===== src/rtl/uart_pkg.sv =====
// Shared types and constants for the byte UART.
// Holds the common FSM state enum, frame width and timer-width helper.
package uart_pkg;

    typedef enum logic [1:0] {
        IDLE  = 2'd0,
        START = 2'd1,
        DATA  = 2'd2,
        STOP  = 2'd3
    } uart_state_t;

    localparam int DATA_BITS = 8;

    // Width of a counter that has to hold 0..div-1.
    function automatic int timer_width(input int div);
        return (div > 1) ? $clog2(div) : 1;
    endfunction

endpackage


===== src/rtl/uart_bit_timer.sv =====
// Restartable bit-period timer: counts 0..CLK_DIV-1 and raises tick on the last count.
// Ports: clk, reset, start (reload), half (reload for half a period), tick (period end).
module uart_bit_timer
    import uart_pkg::*;
#(
    parameter int CLK_DIV = 5208
) (
    input  logic clk,
    input  logic reset,
    input  logic start,
    input  logic half,
    output logic tick
);

    localparam int TW = timer_width(CLK_DIV);
    localparam logic [TW-1:0] LAST      = TW'(CLK_DIV - 1);
    // Starting part-way up the count makes the first tick arrive after CLK_DIV/2 cycles.
    localparam logic [TW-1:0] HALF_LOAD = TW'(CLK_DIV - CLK_DIV / 2);

    logic [TW-1:0] cnt;

    assign tick = (cnt == LAST);

    always_ff @(posedge clk) begin
        if (reset) begin
            cnt <= '0;
        end else if (start) begin
            cnt <= half ? HALF_LOAD : '0;
        end else if (tick) begin
            cnt <= '0;
        end else begin
            cnt <= cnt + TW'(1);
        end
    end

endmodule


===== src/rtl/uart_port.sv =====
// Peripheral side of the CPU byte UART: 8N1 transmitter and receiver.
// Ports: tx_data/tx_en/tx_status/txd for TX, rxd/rx_data/rx_eff/rx_read/rx_overrun/rx_frame_err for RX.
module uart_port
    import uart_pkg::*;
#(
    parameter int CLK_DIV = 5208
) (
    input  logic       clk,
    input  logic       reset,
    input  logic [7:0] tx_data,
    input  logic       tx_en,
    output logic       tx_status,
    output logic       txd,
    input  logic       rxd,
    output logic [7:0] rx_data,
    output logic       rx_eff,
    input  logic       rx_read,
    output logic       rx_overrun,
    output logic       rx_frame_err
);

    localparam logic [2:0] LAST_BIT = 3'(DATA_BITS - 1);

    // ---------------- transmitter ----------------
    uart_state_t tx_state, tx_state_n;
    logic [7:0]  tx_shift, tx_shift_n;
    logic [2:0]  tx_bits, tx_bits_n;
    logic        tx_start, tx_tick;

    uart_bit_timer #(.CLK_DIV(CLK_DIV)) u_tx_timer (
        .clk   (clk),
        .reset (reset),
        .start (tx_start),
        .half  (1'b0),
        .tick  (tx_tick)
    );

    always_ff @(posedge clk) begin
        if (reset) begin
            tx_state <= IDLE;
            tx_shift <= '0;
            tx_bits  <= '0;
        end else begin
            tx_state <= tx_state_n;
            tx_shift <= tx_shift_n;
            tx_bits  <= tx_bits_n;
        end
    end

    always_comb begin
        tx_state_n = tx_state;
        tx_shift_n = tx_shift;
        tx_bits_n  = tx_bits;
        tx_start   = 1'b0;
        unique case (tx_state)
            IDLE: begin
                if (tx_en) begin
                    tx_state_n = START;
                    tx_shift_n = tx_data;
                    tx_start   = 1'b1;
                end
            end
            START: begin
                if (tx_tick) begin
                    tx_state_n = DATA;
                    tx_bits_n  = '0;
                end
            end
            DATA: begin
                if (tx_tick) begin
                    tx_shift_n = {1'b0, tx_shift[7:1]};
                    if (tx_bits == LAST_BIT) begin
                        tx_state_n = STOP;
                    end else begin
                        tx_bits_n = tx_bits + 3'd1;
                    end
                end
            end
            STOP: begin
                if (tx_tick) begin
                    tx_state_n = IDLE;
                end
            end
            default: tx_state_n = IDLE;
        endcase
    end

    always_comb begin
        txd = 1'b1;
        unique case (tx_state)
            START:   txd = 1'b0;
            DATA:    txd = tx_shift[0];
            default: txd = 1'b1;
        endcase
    end

    assign tx_status = (tx_state == IDLE);

    // ---------------- receiver ----------------
    logic        rx_meta, rxs;
    uart_state_t rx_state, rx_state_n;
    logic [7:0]  rx_shift, rx_shift_n;
    logic [2:0]  rx_bits, rx_bits_n;
    logic        rx_wait, rx_wait_n;
    logic        rx_start, rx_half, rx_tick;
    logic        rx_done, rx_ferr;

    // rxd is asynchronous; idle level is high.
    always_ff @(posedge clk) begin
        if (reset) begin
            rx_meta <= 1'b1;
            rxs     <= 1'b1;
        end else begin
            rx_meta <= rxd;
            rxs     <= rx_meta;
        end
    end

    uart_bit_timer #(.CLK_DIV(CLK_DIV)) u_rx_timer (
        .clk   (clk),
        .reset (reset),
        .start (rx_start),
        .half  (rx_half),
        .tick  (rx_tick)
    );

    always_ff @(posedge clk) begin
        if (reset) begin
            rx_state <= IDLE;
            rx_shift <= '0;
            rx_bits  <= '0;
            rx_wait  <= 1'b0;
        end else begin
            rx_state <= rx_state_n;
            rx_shift <= rx_shift_n;
            rx_bits  <= rx_bits_n;
            rx_wait  <= rx_wait_n;
        end
    end

    always_comb begin
        rx_state_n = rx_state;
        rx_shift_n = rx_shift;
        rx_bits_n  = rx_bits;
        rx_wait_n  = rx_wait;
        rx_start   = 1'b0;
        rx_half    = 1'b0;
        rx_done    = 1'b0;
        rx_ferr    = 1'b0;
        unique case (rx_state)
            IDLE: begin
                rx_wait_n = 1'b0;
                if (!rxs) begin
                    rx_state_n = START;
                    rx_start   = 1'b1;
                    rx_half    = 1'b1;
                end
            end
            START: begin
                // Mid-start-bit check rejects short low glitches.
                if (rx_tick) begin
                    if (rxs) begin
                        rx_state_n = IDLE;
                    end else begin
                        rx_state_n = DATA;
                        rx_bits_n  = '0;
                    end
                end
            end
            DATA: begin
                if (rx_tick) begin
                    rx_shift_n = {rxs, rx_shift[7:1]};
                    if (rx_bits == LAST_BIT) begin
                        rx_state_n = STOP;
                    end else begin
                        rx_bits_n = rx_bits + 3'd1;
                    end
                end
            end
            STOP: begin
                if (rx_wait) begin
                    // Bad stop bit: hold off until the line is idle again.
                    if (rxs) begin
                        rx_state_n = IDLE;
                        rx_wait_n  = 1'b0;
                    end
                end else if (rx_tick) begin
                    if (rxs) begin
                        rx_done    = 1'b1;
                        rx_state_n = IDLE;
                    end else begin
                        rx_ferr   = 1'b1;
                        rx_wait_n = 1'b1;
                    end
                end
            end
            default: rx_state_n = IDLE;
        endcase
    end

    always_ff @(posedge clk) begin
        if (reset) begin
            rx_data      <= '0;
            rx_eff       <= 1'b0;
            rx_overrun   <= 1'b0;
            rx_frame_err <= 1'b0;
        end else begin
            rx_frame_err <= rx_ferr;
            if (rx_done) begin
                rx_data <= rx_shift;
            end
            // A new byte wins over a same-cycle acknowledge.
            if (rx_done) begin
                rx_eff <= 1'b1;
            end else if (rx_read) begin
                rx_eff <= 1'b0;
            end
            if (rx_done && rx_eff && !rx_read) begin
                rx_overrun <= 1'b1;
            end else if (rx_read) begin
                rx_overrun <= 1'b0;
            end
        end
    end

endmodule


===== config.mk =====
export PLATFORM = sky130hd
export DESIGN_NAME = uart_port
export DESIGN_NICKNAME = d
export VERILOG_FILES = /design/src/rtl/uart_pkg.sv /design/src/rtl/uart_bit_timer.sv /design/src/rtl/uart_port.sv
export SDC_FILE = /design/constraint.sdc
export NUM_CORES = 1
export LEC_CHECK = 0
export BUFFER_PORTS_ARGS = -buffer_cell sky130_fd_sc_hd__buf_4
export CORE_MARGIN = 3
export CORE_UTILIZATION = 35
export CTS_CLUSTER_DIAMETER = 50
export DETAILED_ROUTE_END_ITERATION = 8
export MAX_ROUTING_LAYER = met4
export SLEW_MARGIN = 25
export SYNTH_ARGS = -nofsm -noshare
export SYNTH_HDL_FRONTEND = slang
export SYNTH_SLANG_ARGS = --single-unit

===== constraint.sdc =====
create_clock -name clk -period 2.5 [get_ports clk]
set_clock_uncertainty 0.15 [all_clocks]
set_input_delay 0.25 -clock clk [delete_from_list [all_inputs] [get_ports clk]]
set_output_delay 0.25 -clock clk [all_outputs]
set_load 0.005 [all_outputs]

## Word level (Yosys, flattened, before mapping)

Index checks and enable logic that the tools add are counted.

| storage, ports and cells | value |
|---|---|
| word-level logic and storage cells | 108 |
| input port bits | 13 |
| flip-flop bits (word level) | 66 |
| output and inout bits | 13 |

| operators by class | value |
|---|---|
| reductions and logical operators | 20 |
| equal/unequal tests | 23 |
| bitwise gates (word level) | 1 |
| $add $sub $neg | 4 |
| mux-type cells | 44 |

Operators with widths:

| operator | count |
|---|---|
| 13-bit by 1-bit adder with 13-bit output (second input constant) | 2 |
| 13-bit equality test (second input constant) | 2 |
| 2-bit 2-to-1 mux | 13 |
| 12-bit 2-to-1 mux | 2 |
| 2-bit != test (second input constant) | 12 |
| 3-bit 2-to-1 mux | 7 |
| 8-bit 2-to-1 mux | 2 |
| 2-bit case mux with 4 select lines | 2 |
| 8-bit case mux with 2 select lines | 1 |
| 5-bit AND reduction | 3 |
| 1-bit 2-to-1 mux | 13 |
| 3-bit case mux with 2 select lines | 2 |
| 2-bit nonzero test | 6 |
| 3-bit OR reduction | 3 |
| 2-bit equality test (second input constant) | 4 |
| 3-bit by 1-bit adder with 3-bit output (second input constant) | 2 |
| 3-bit equality test (second input constant) | 2 |
| 2-bit by 1-bit equality test with 1-bit output (second input constant) | 2 |
| 2-bit logical NOT | 2 |
| 1-bit case mux with 2 select lines | 2 |
| 4-bit AND reduction | 1 |
| 3-bit != test (second input constant) | 1 |
| 3-bit AND reduction | 1 |
| 1-bit logical AND | 2 |
| other kinds (3) | 3 |

## Longest topological paths before layout

| logic depth | value |
|---|---|
| word-level depth | 7 |
| gate-level depth with buffers | 7 |
| mapped depth without buffers | 6 |

## Hierarchy

A second synthesis with hierarchy kept.

| unflattened totals | value |
|---|---|
| cell total of the unflattened synthesis | 345 |
| area, all modules | 3019.1 µm² |

Modules (own cells, without submodules):

| module | instances | cells an instance | seq. area each (µm²) | area an instance (µm²) |
|---|---|---|---|---|
| uart_port | 1 | 215 | 800.8 | 1853.0 |
| uart_bit_timer | 2 | 65 | 260.2 | 583.1 |

## Worst setup path after synthesis

OpenSTA, ideal clock, no wires.

| timing path | value |
|---|---|
| path kind | register to register |
| start | register u_tx_timer.cnt[8] |
| end | register tx_bits[2] |
| setup time | 70 ps |
| required time | 2280 ps |
| arrival | 1973 ps |
| period minus slack after synthesis | 2193 ps |
| cell stages (with the launch flop) | 6 |
| buffers on the path | 1 |
| slack | 307 ps |
| path through | dfxtp_1 > or4b_4 > or3_1 > buf_2 > or4b_1 > a21oi_1 |

| between the ends | value |
|---|---|
| longest elaborated chain between the ends | 3 |
| elaborated cells on any way between the ends | 4 |
| classes of those cells | eq/ne: 3; reduce/logical: 1 |

RTL lines:

| item | RTL line | source |
|---|---|---|
| start: declaration | uart_bit_timer.sv:20 | `logic [TW-1:0] cnt;` |
| start signal: assignment | uart_bit_timer.sv:28 | `cnt <= half ? HALF_LOAD : '0;` |
| start signal: assignment | uart_bit_timer.sv:32 | `cnt <= cnt + TW'(1);` |
| 13-bit equality test (*) | uart_bit_timer.sv:22 | `assign tick = (cnt == LAST);` |
| 2-bit != test (no source line) | -- |  |
| 4-bit AND reduction (no source line) (*) | -- |  |
| end signal: assignment | uart_port.sv:46 | `tx_bits <= tx_bits_n;` |
| end: declaration | uart_port.sv:27 | `logic [2:0] tx_bits, tx_bits_n;` |

Mark *: on every way between the ends. The rest lies on a longest branch, timed or not.
A chain may end at the register's enable or synchronous reset.

## Worst setup path in the final report

Same ends and word-level chain as after synthesis.

==> impl_metrics.tcl <==
set metrics [dict create \
    synthesis.yosys.warnings 0 \
    initial_utilization 0.373 \
    crit_arrival_ns 2.37 \
    maximum_number_of_pins_on_one_net_before_global_route_repair 46 \
    worst_skew_pair.late_latency_ns 0.34 \
    routed_wire_length_per_instance_um 12.4 \
    rsz0062_at_grt "no" \
    routed_via_density 5.09 \
    number_of_global_route_vias_before_repair 2240 \
    die_h_um 98.1 \
    finalMaxSlewViolations 0 \
    clock-root-buffer "clkbuf_8" \
    synth.largest_area_cell "dfxtp_1" \
    std_cell_rows 32 \
    rrSetupSlack_ns 0.25 \
    first_pass_iters 4 \
    syn_area_um2 2970 \
    place.detailed.hpwl_um 4060 \
    n_antenna_cell 0 \
    ir_drop_uv 557 \
    setup.worst_path.end_class "register" \
    synth_top_flop_cell "dfxtp_1" \
    coreArea_um2 7970 \
    synth_async_sr_flop_share 0 \
    cts.repair_timing.setup_buffer_count 0 \
    hold_path_startpoint "tx_data[7]" \
    drv_cap 0 \
    synth_top_cells_by_count "66 x dfxtp_1, 38 x nor2_1, 36 x a21oi_1, 21 x nand3_1, 19 x nand2_1" \
    hold_end "tx_shift[7]" \
    detailed_place.area_um2 3290 \
    setup_tns_ns 0 \
    static-leakage-power_nw 1.35 \
    detailed_route_via_count 2394 \
    report.final.setup_viol 0 \
    post_route_drc 0 \
    fin_nets 393 \
    ys_ff_latch 66 \
    synth_top_family_by_area "simple AND/OR/NAND/NOR gates" \
    synth_sequential_area_ratio 0.445 \
    synthTopCellsByArea "dfxtp_1 45%, ha_1 6.3%, a21oi_1 6.1%" \
    netlist-cell-type-count 42 \
    layout_min_cycle_time_ns 2.25 \
    timing_worst_setup_path_type "register to register" \
    synthXorXnorAreaFrac 0.0649 \
    timing_worst_slew_pin_value_ns 0.535 \
    dieWidth_um 98.1 \
    cts_max_level 3 \
    clock_sinks 66 \
    relSlewSlack 0.640 \
    final_instance_area_um2 3500 \
    totalWireLength_um 5840 \
    layout_worst_path_cycle_share 0.899 \
    yosys.area.top_type_share 0.445 \
    post_synth_inst_count 332 \
    grt-ovfl-total 0 \
    areaGrowthSynthToFinish_pct 18.0 \
    critical_path.reg2reg.endpoint "tx_bits[2]" \
    synth-compound-area-share 0.127 \
    required_time_reported_for_the_critical_path_endpoint_ns 2.62 \
    syn_avg_cell_area_um2 8.94 \
    yosys.area_share.simple 0.210 \
    outcome "complete, no violations" \
    numCtsBuffers 9 \
    final-hold-violation-count 0 \
    die_area_um2 9620 \
    global_route_wire_length_before_repair_um 10200 \
    drive_above_1_share 0.139 \
    io-pin-count 26 \
    ant_nets 0 \
    gp_congestion 0.884 \
    whs_path_depth 2 \
    pwr_total_mw 2.69 \
    clock_tree.buffer_depth 2 \
    synthAdderAreaFrac 0.0632 \
    initialDrtViolationCount 81 \
    yosysMostFrequentCell "dfxtp_1" \
    ff2ff_path_depth 4 \
    crit-reg2reg-launch "u_tx_timer.cnt[8]" \
    track_usage 0.132 \
    fmaxAchievable_mhz 445 \
    hold_path_class "input pin to register" \
    power_density_nw_per_um2 768 \
    timing.critical_path.fanout_max 8 \
    number_of_flops_mapped_to_enable_cells_by_yosys 0 \
    synth.net_count 360 \
    synth.area.mux_share 0.0539 \
    tritoncts "built" \
    antenna_found_initial 0 \
    critical_path.startpoint_type "register" \
    cts.clk_slew.worst_paths_ns 0.06 \
    place.port_buffers 25 \
]
## metal layers
| metal | vias up | GRT usage | wire (um) |
|---|---|---|---|
| met5 | - | - | 0 |
| li1 | 1238 | - | - |
| met2 | 38 | 0.207 | 2660 |
| met3 | 8 | 0.0500 | 264 |
| met4 | 0 | 0.0383 | 68 |
| met1 | 1110 | 0.158 | 2850 |
## cells by family after synthesis
kind of cell | after synthesis
flip-flops | 66
adder cells (fa/ha/maj) | 15
AO/OA/AOI/OAI | 62
multiplexers | 16
XOR/XNOR | 22
buffers and inverters | 28
AND/OR/NAND/NOR | 123
## how the worst max path moves through the flow
| stage | start | to | depth (start not counted) |
|---|---|---|---|
| 2_1_floorplan | u_tx_timer.cnt[8] | tx_bits[2] | 5 |
| 3_3_place_gp | u_tx_timer.cnt[8] | tx_bits[2] | 4 |
| 3_5_place_dp | u_tx_timer.cnt[8] | tx_bits[2] | 4 |
| 4_1_cts | u_tx_timer.cnt[8] | tx_bits[2] | 4 |
| 5_1_grt | u_tx_timer.cnt[8] | tx_bits[2] | 4 |
| 6_report | u_tx_timer.cnt[8] | tx_bits[2] | 4 |
## worst max-delay path: stages (launching register included)
cell	delay, ns
dfxtp_1	0.35
or4b_4	0.56
or3_1	0.46
or4b_1	0.52
a21oi_1	0.14
## timing repair
item | in CTS | in global routing
endpoints found under the hold margin | 2 | 0
hold buffers | 2 | 0
gates resized for setup | 0 | 0
## layout by cell type, fill, tap and decap left out, types with 2 or more instances in the layout
cell / n
dfxtp_1: 66
nor2_1: 38
a21oi_1: 36
buf_4: 33
nand3_1: 21
nand2_1: 19
xnor2_1: 17
mux2i_1: 16
inv_1: 15
ha_1: 15
clkbuf_8: 11
nand4_1: 9
a311oi_1: 9
nor3_1: 9
o21ai_0: 8
and3_1: 5
xor2_1: 5
or3_1: 3
or4_1: 2
nor2b_1: 2
nor4_1: 2
nand2b_1: 2
or2_2: 2
clkinv_2: 2
dlygate4sd3_1: 2
## where the power goes
group          total (mW)  leakage (nW)  switching [mW]  internal [mW]
clock               0.870         0.101           0.369          0.500
sequential           1.20         0.536          0.0611           1.14
combinational       0.622         0.711           0.349          0.273
total                2.69          1.35           0.780           1.91
## cell type report
type | instances | area [um^2]
Fill cell | 768 | 4460
Multi-Input combinational cell | 238 | 1540
Sequential cell | 66 | 1320
Timing Repair Buffer | 35 | 268
Clock buffer | 11 | 151
Tap cell | 102 | 128
Inverter | 15 | 56.3
Clock inverter | 3 | 40.0
## state kept, by name, indices dropped and copies added (netlist names), named ones only
| signal | flops |
|---|---|
| rx_state | 1 |
| rx_bits | 3 |
| rx_shift | 8 |
| rx_meta | 1 |
| tx_bits | 3 |
| u_tx_timer.cnt | 13 |
| rx_wait | 1 |
| tx_state | 2 |
| rx_data | 8 |
| tx_shift | 8 |
| u_rx_timer.cnt | 13 |
| rx_overrun | 1 |
| rx_frame_err | 1 |
| rxs | 1 |
| rx_eff | 1 |
## metrics by stage
stage	util	instances	hold slack [ns]	setup slack, ns
floorplan	-	332	0.179	0.307
finish	0.440	470	0.0136	0.251
global placement	0.413	454	0.243	0.284
global route	0.440	470	0.0100	0.145
CTS	0.440	470	0.000393	0.235
detailed placement	0.413	454	0.249	0.239
Power figures use the tool's default switching activity.
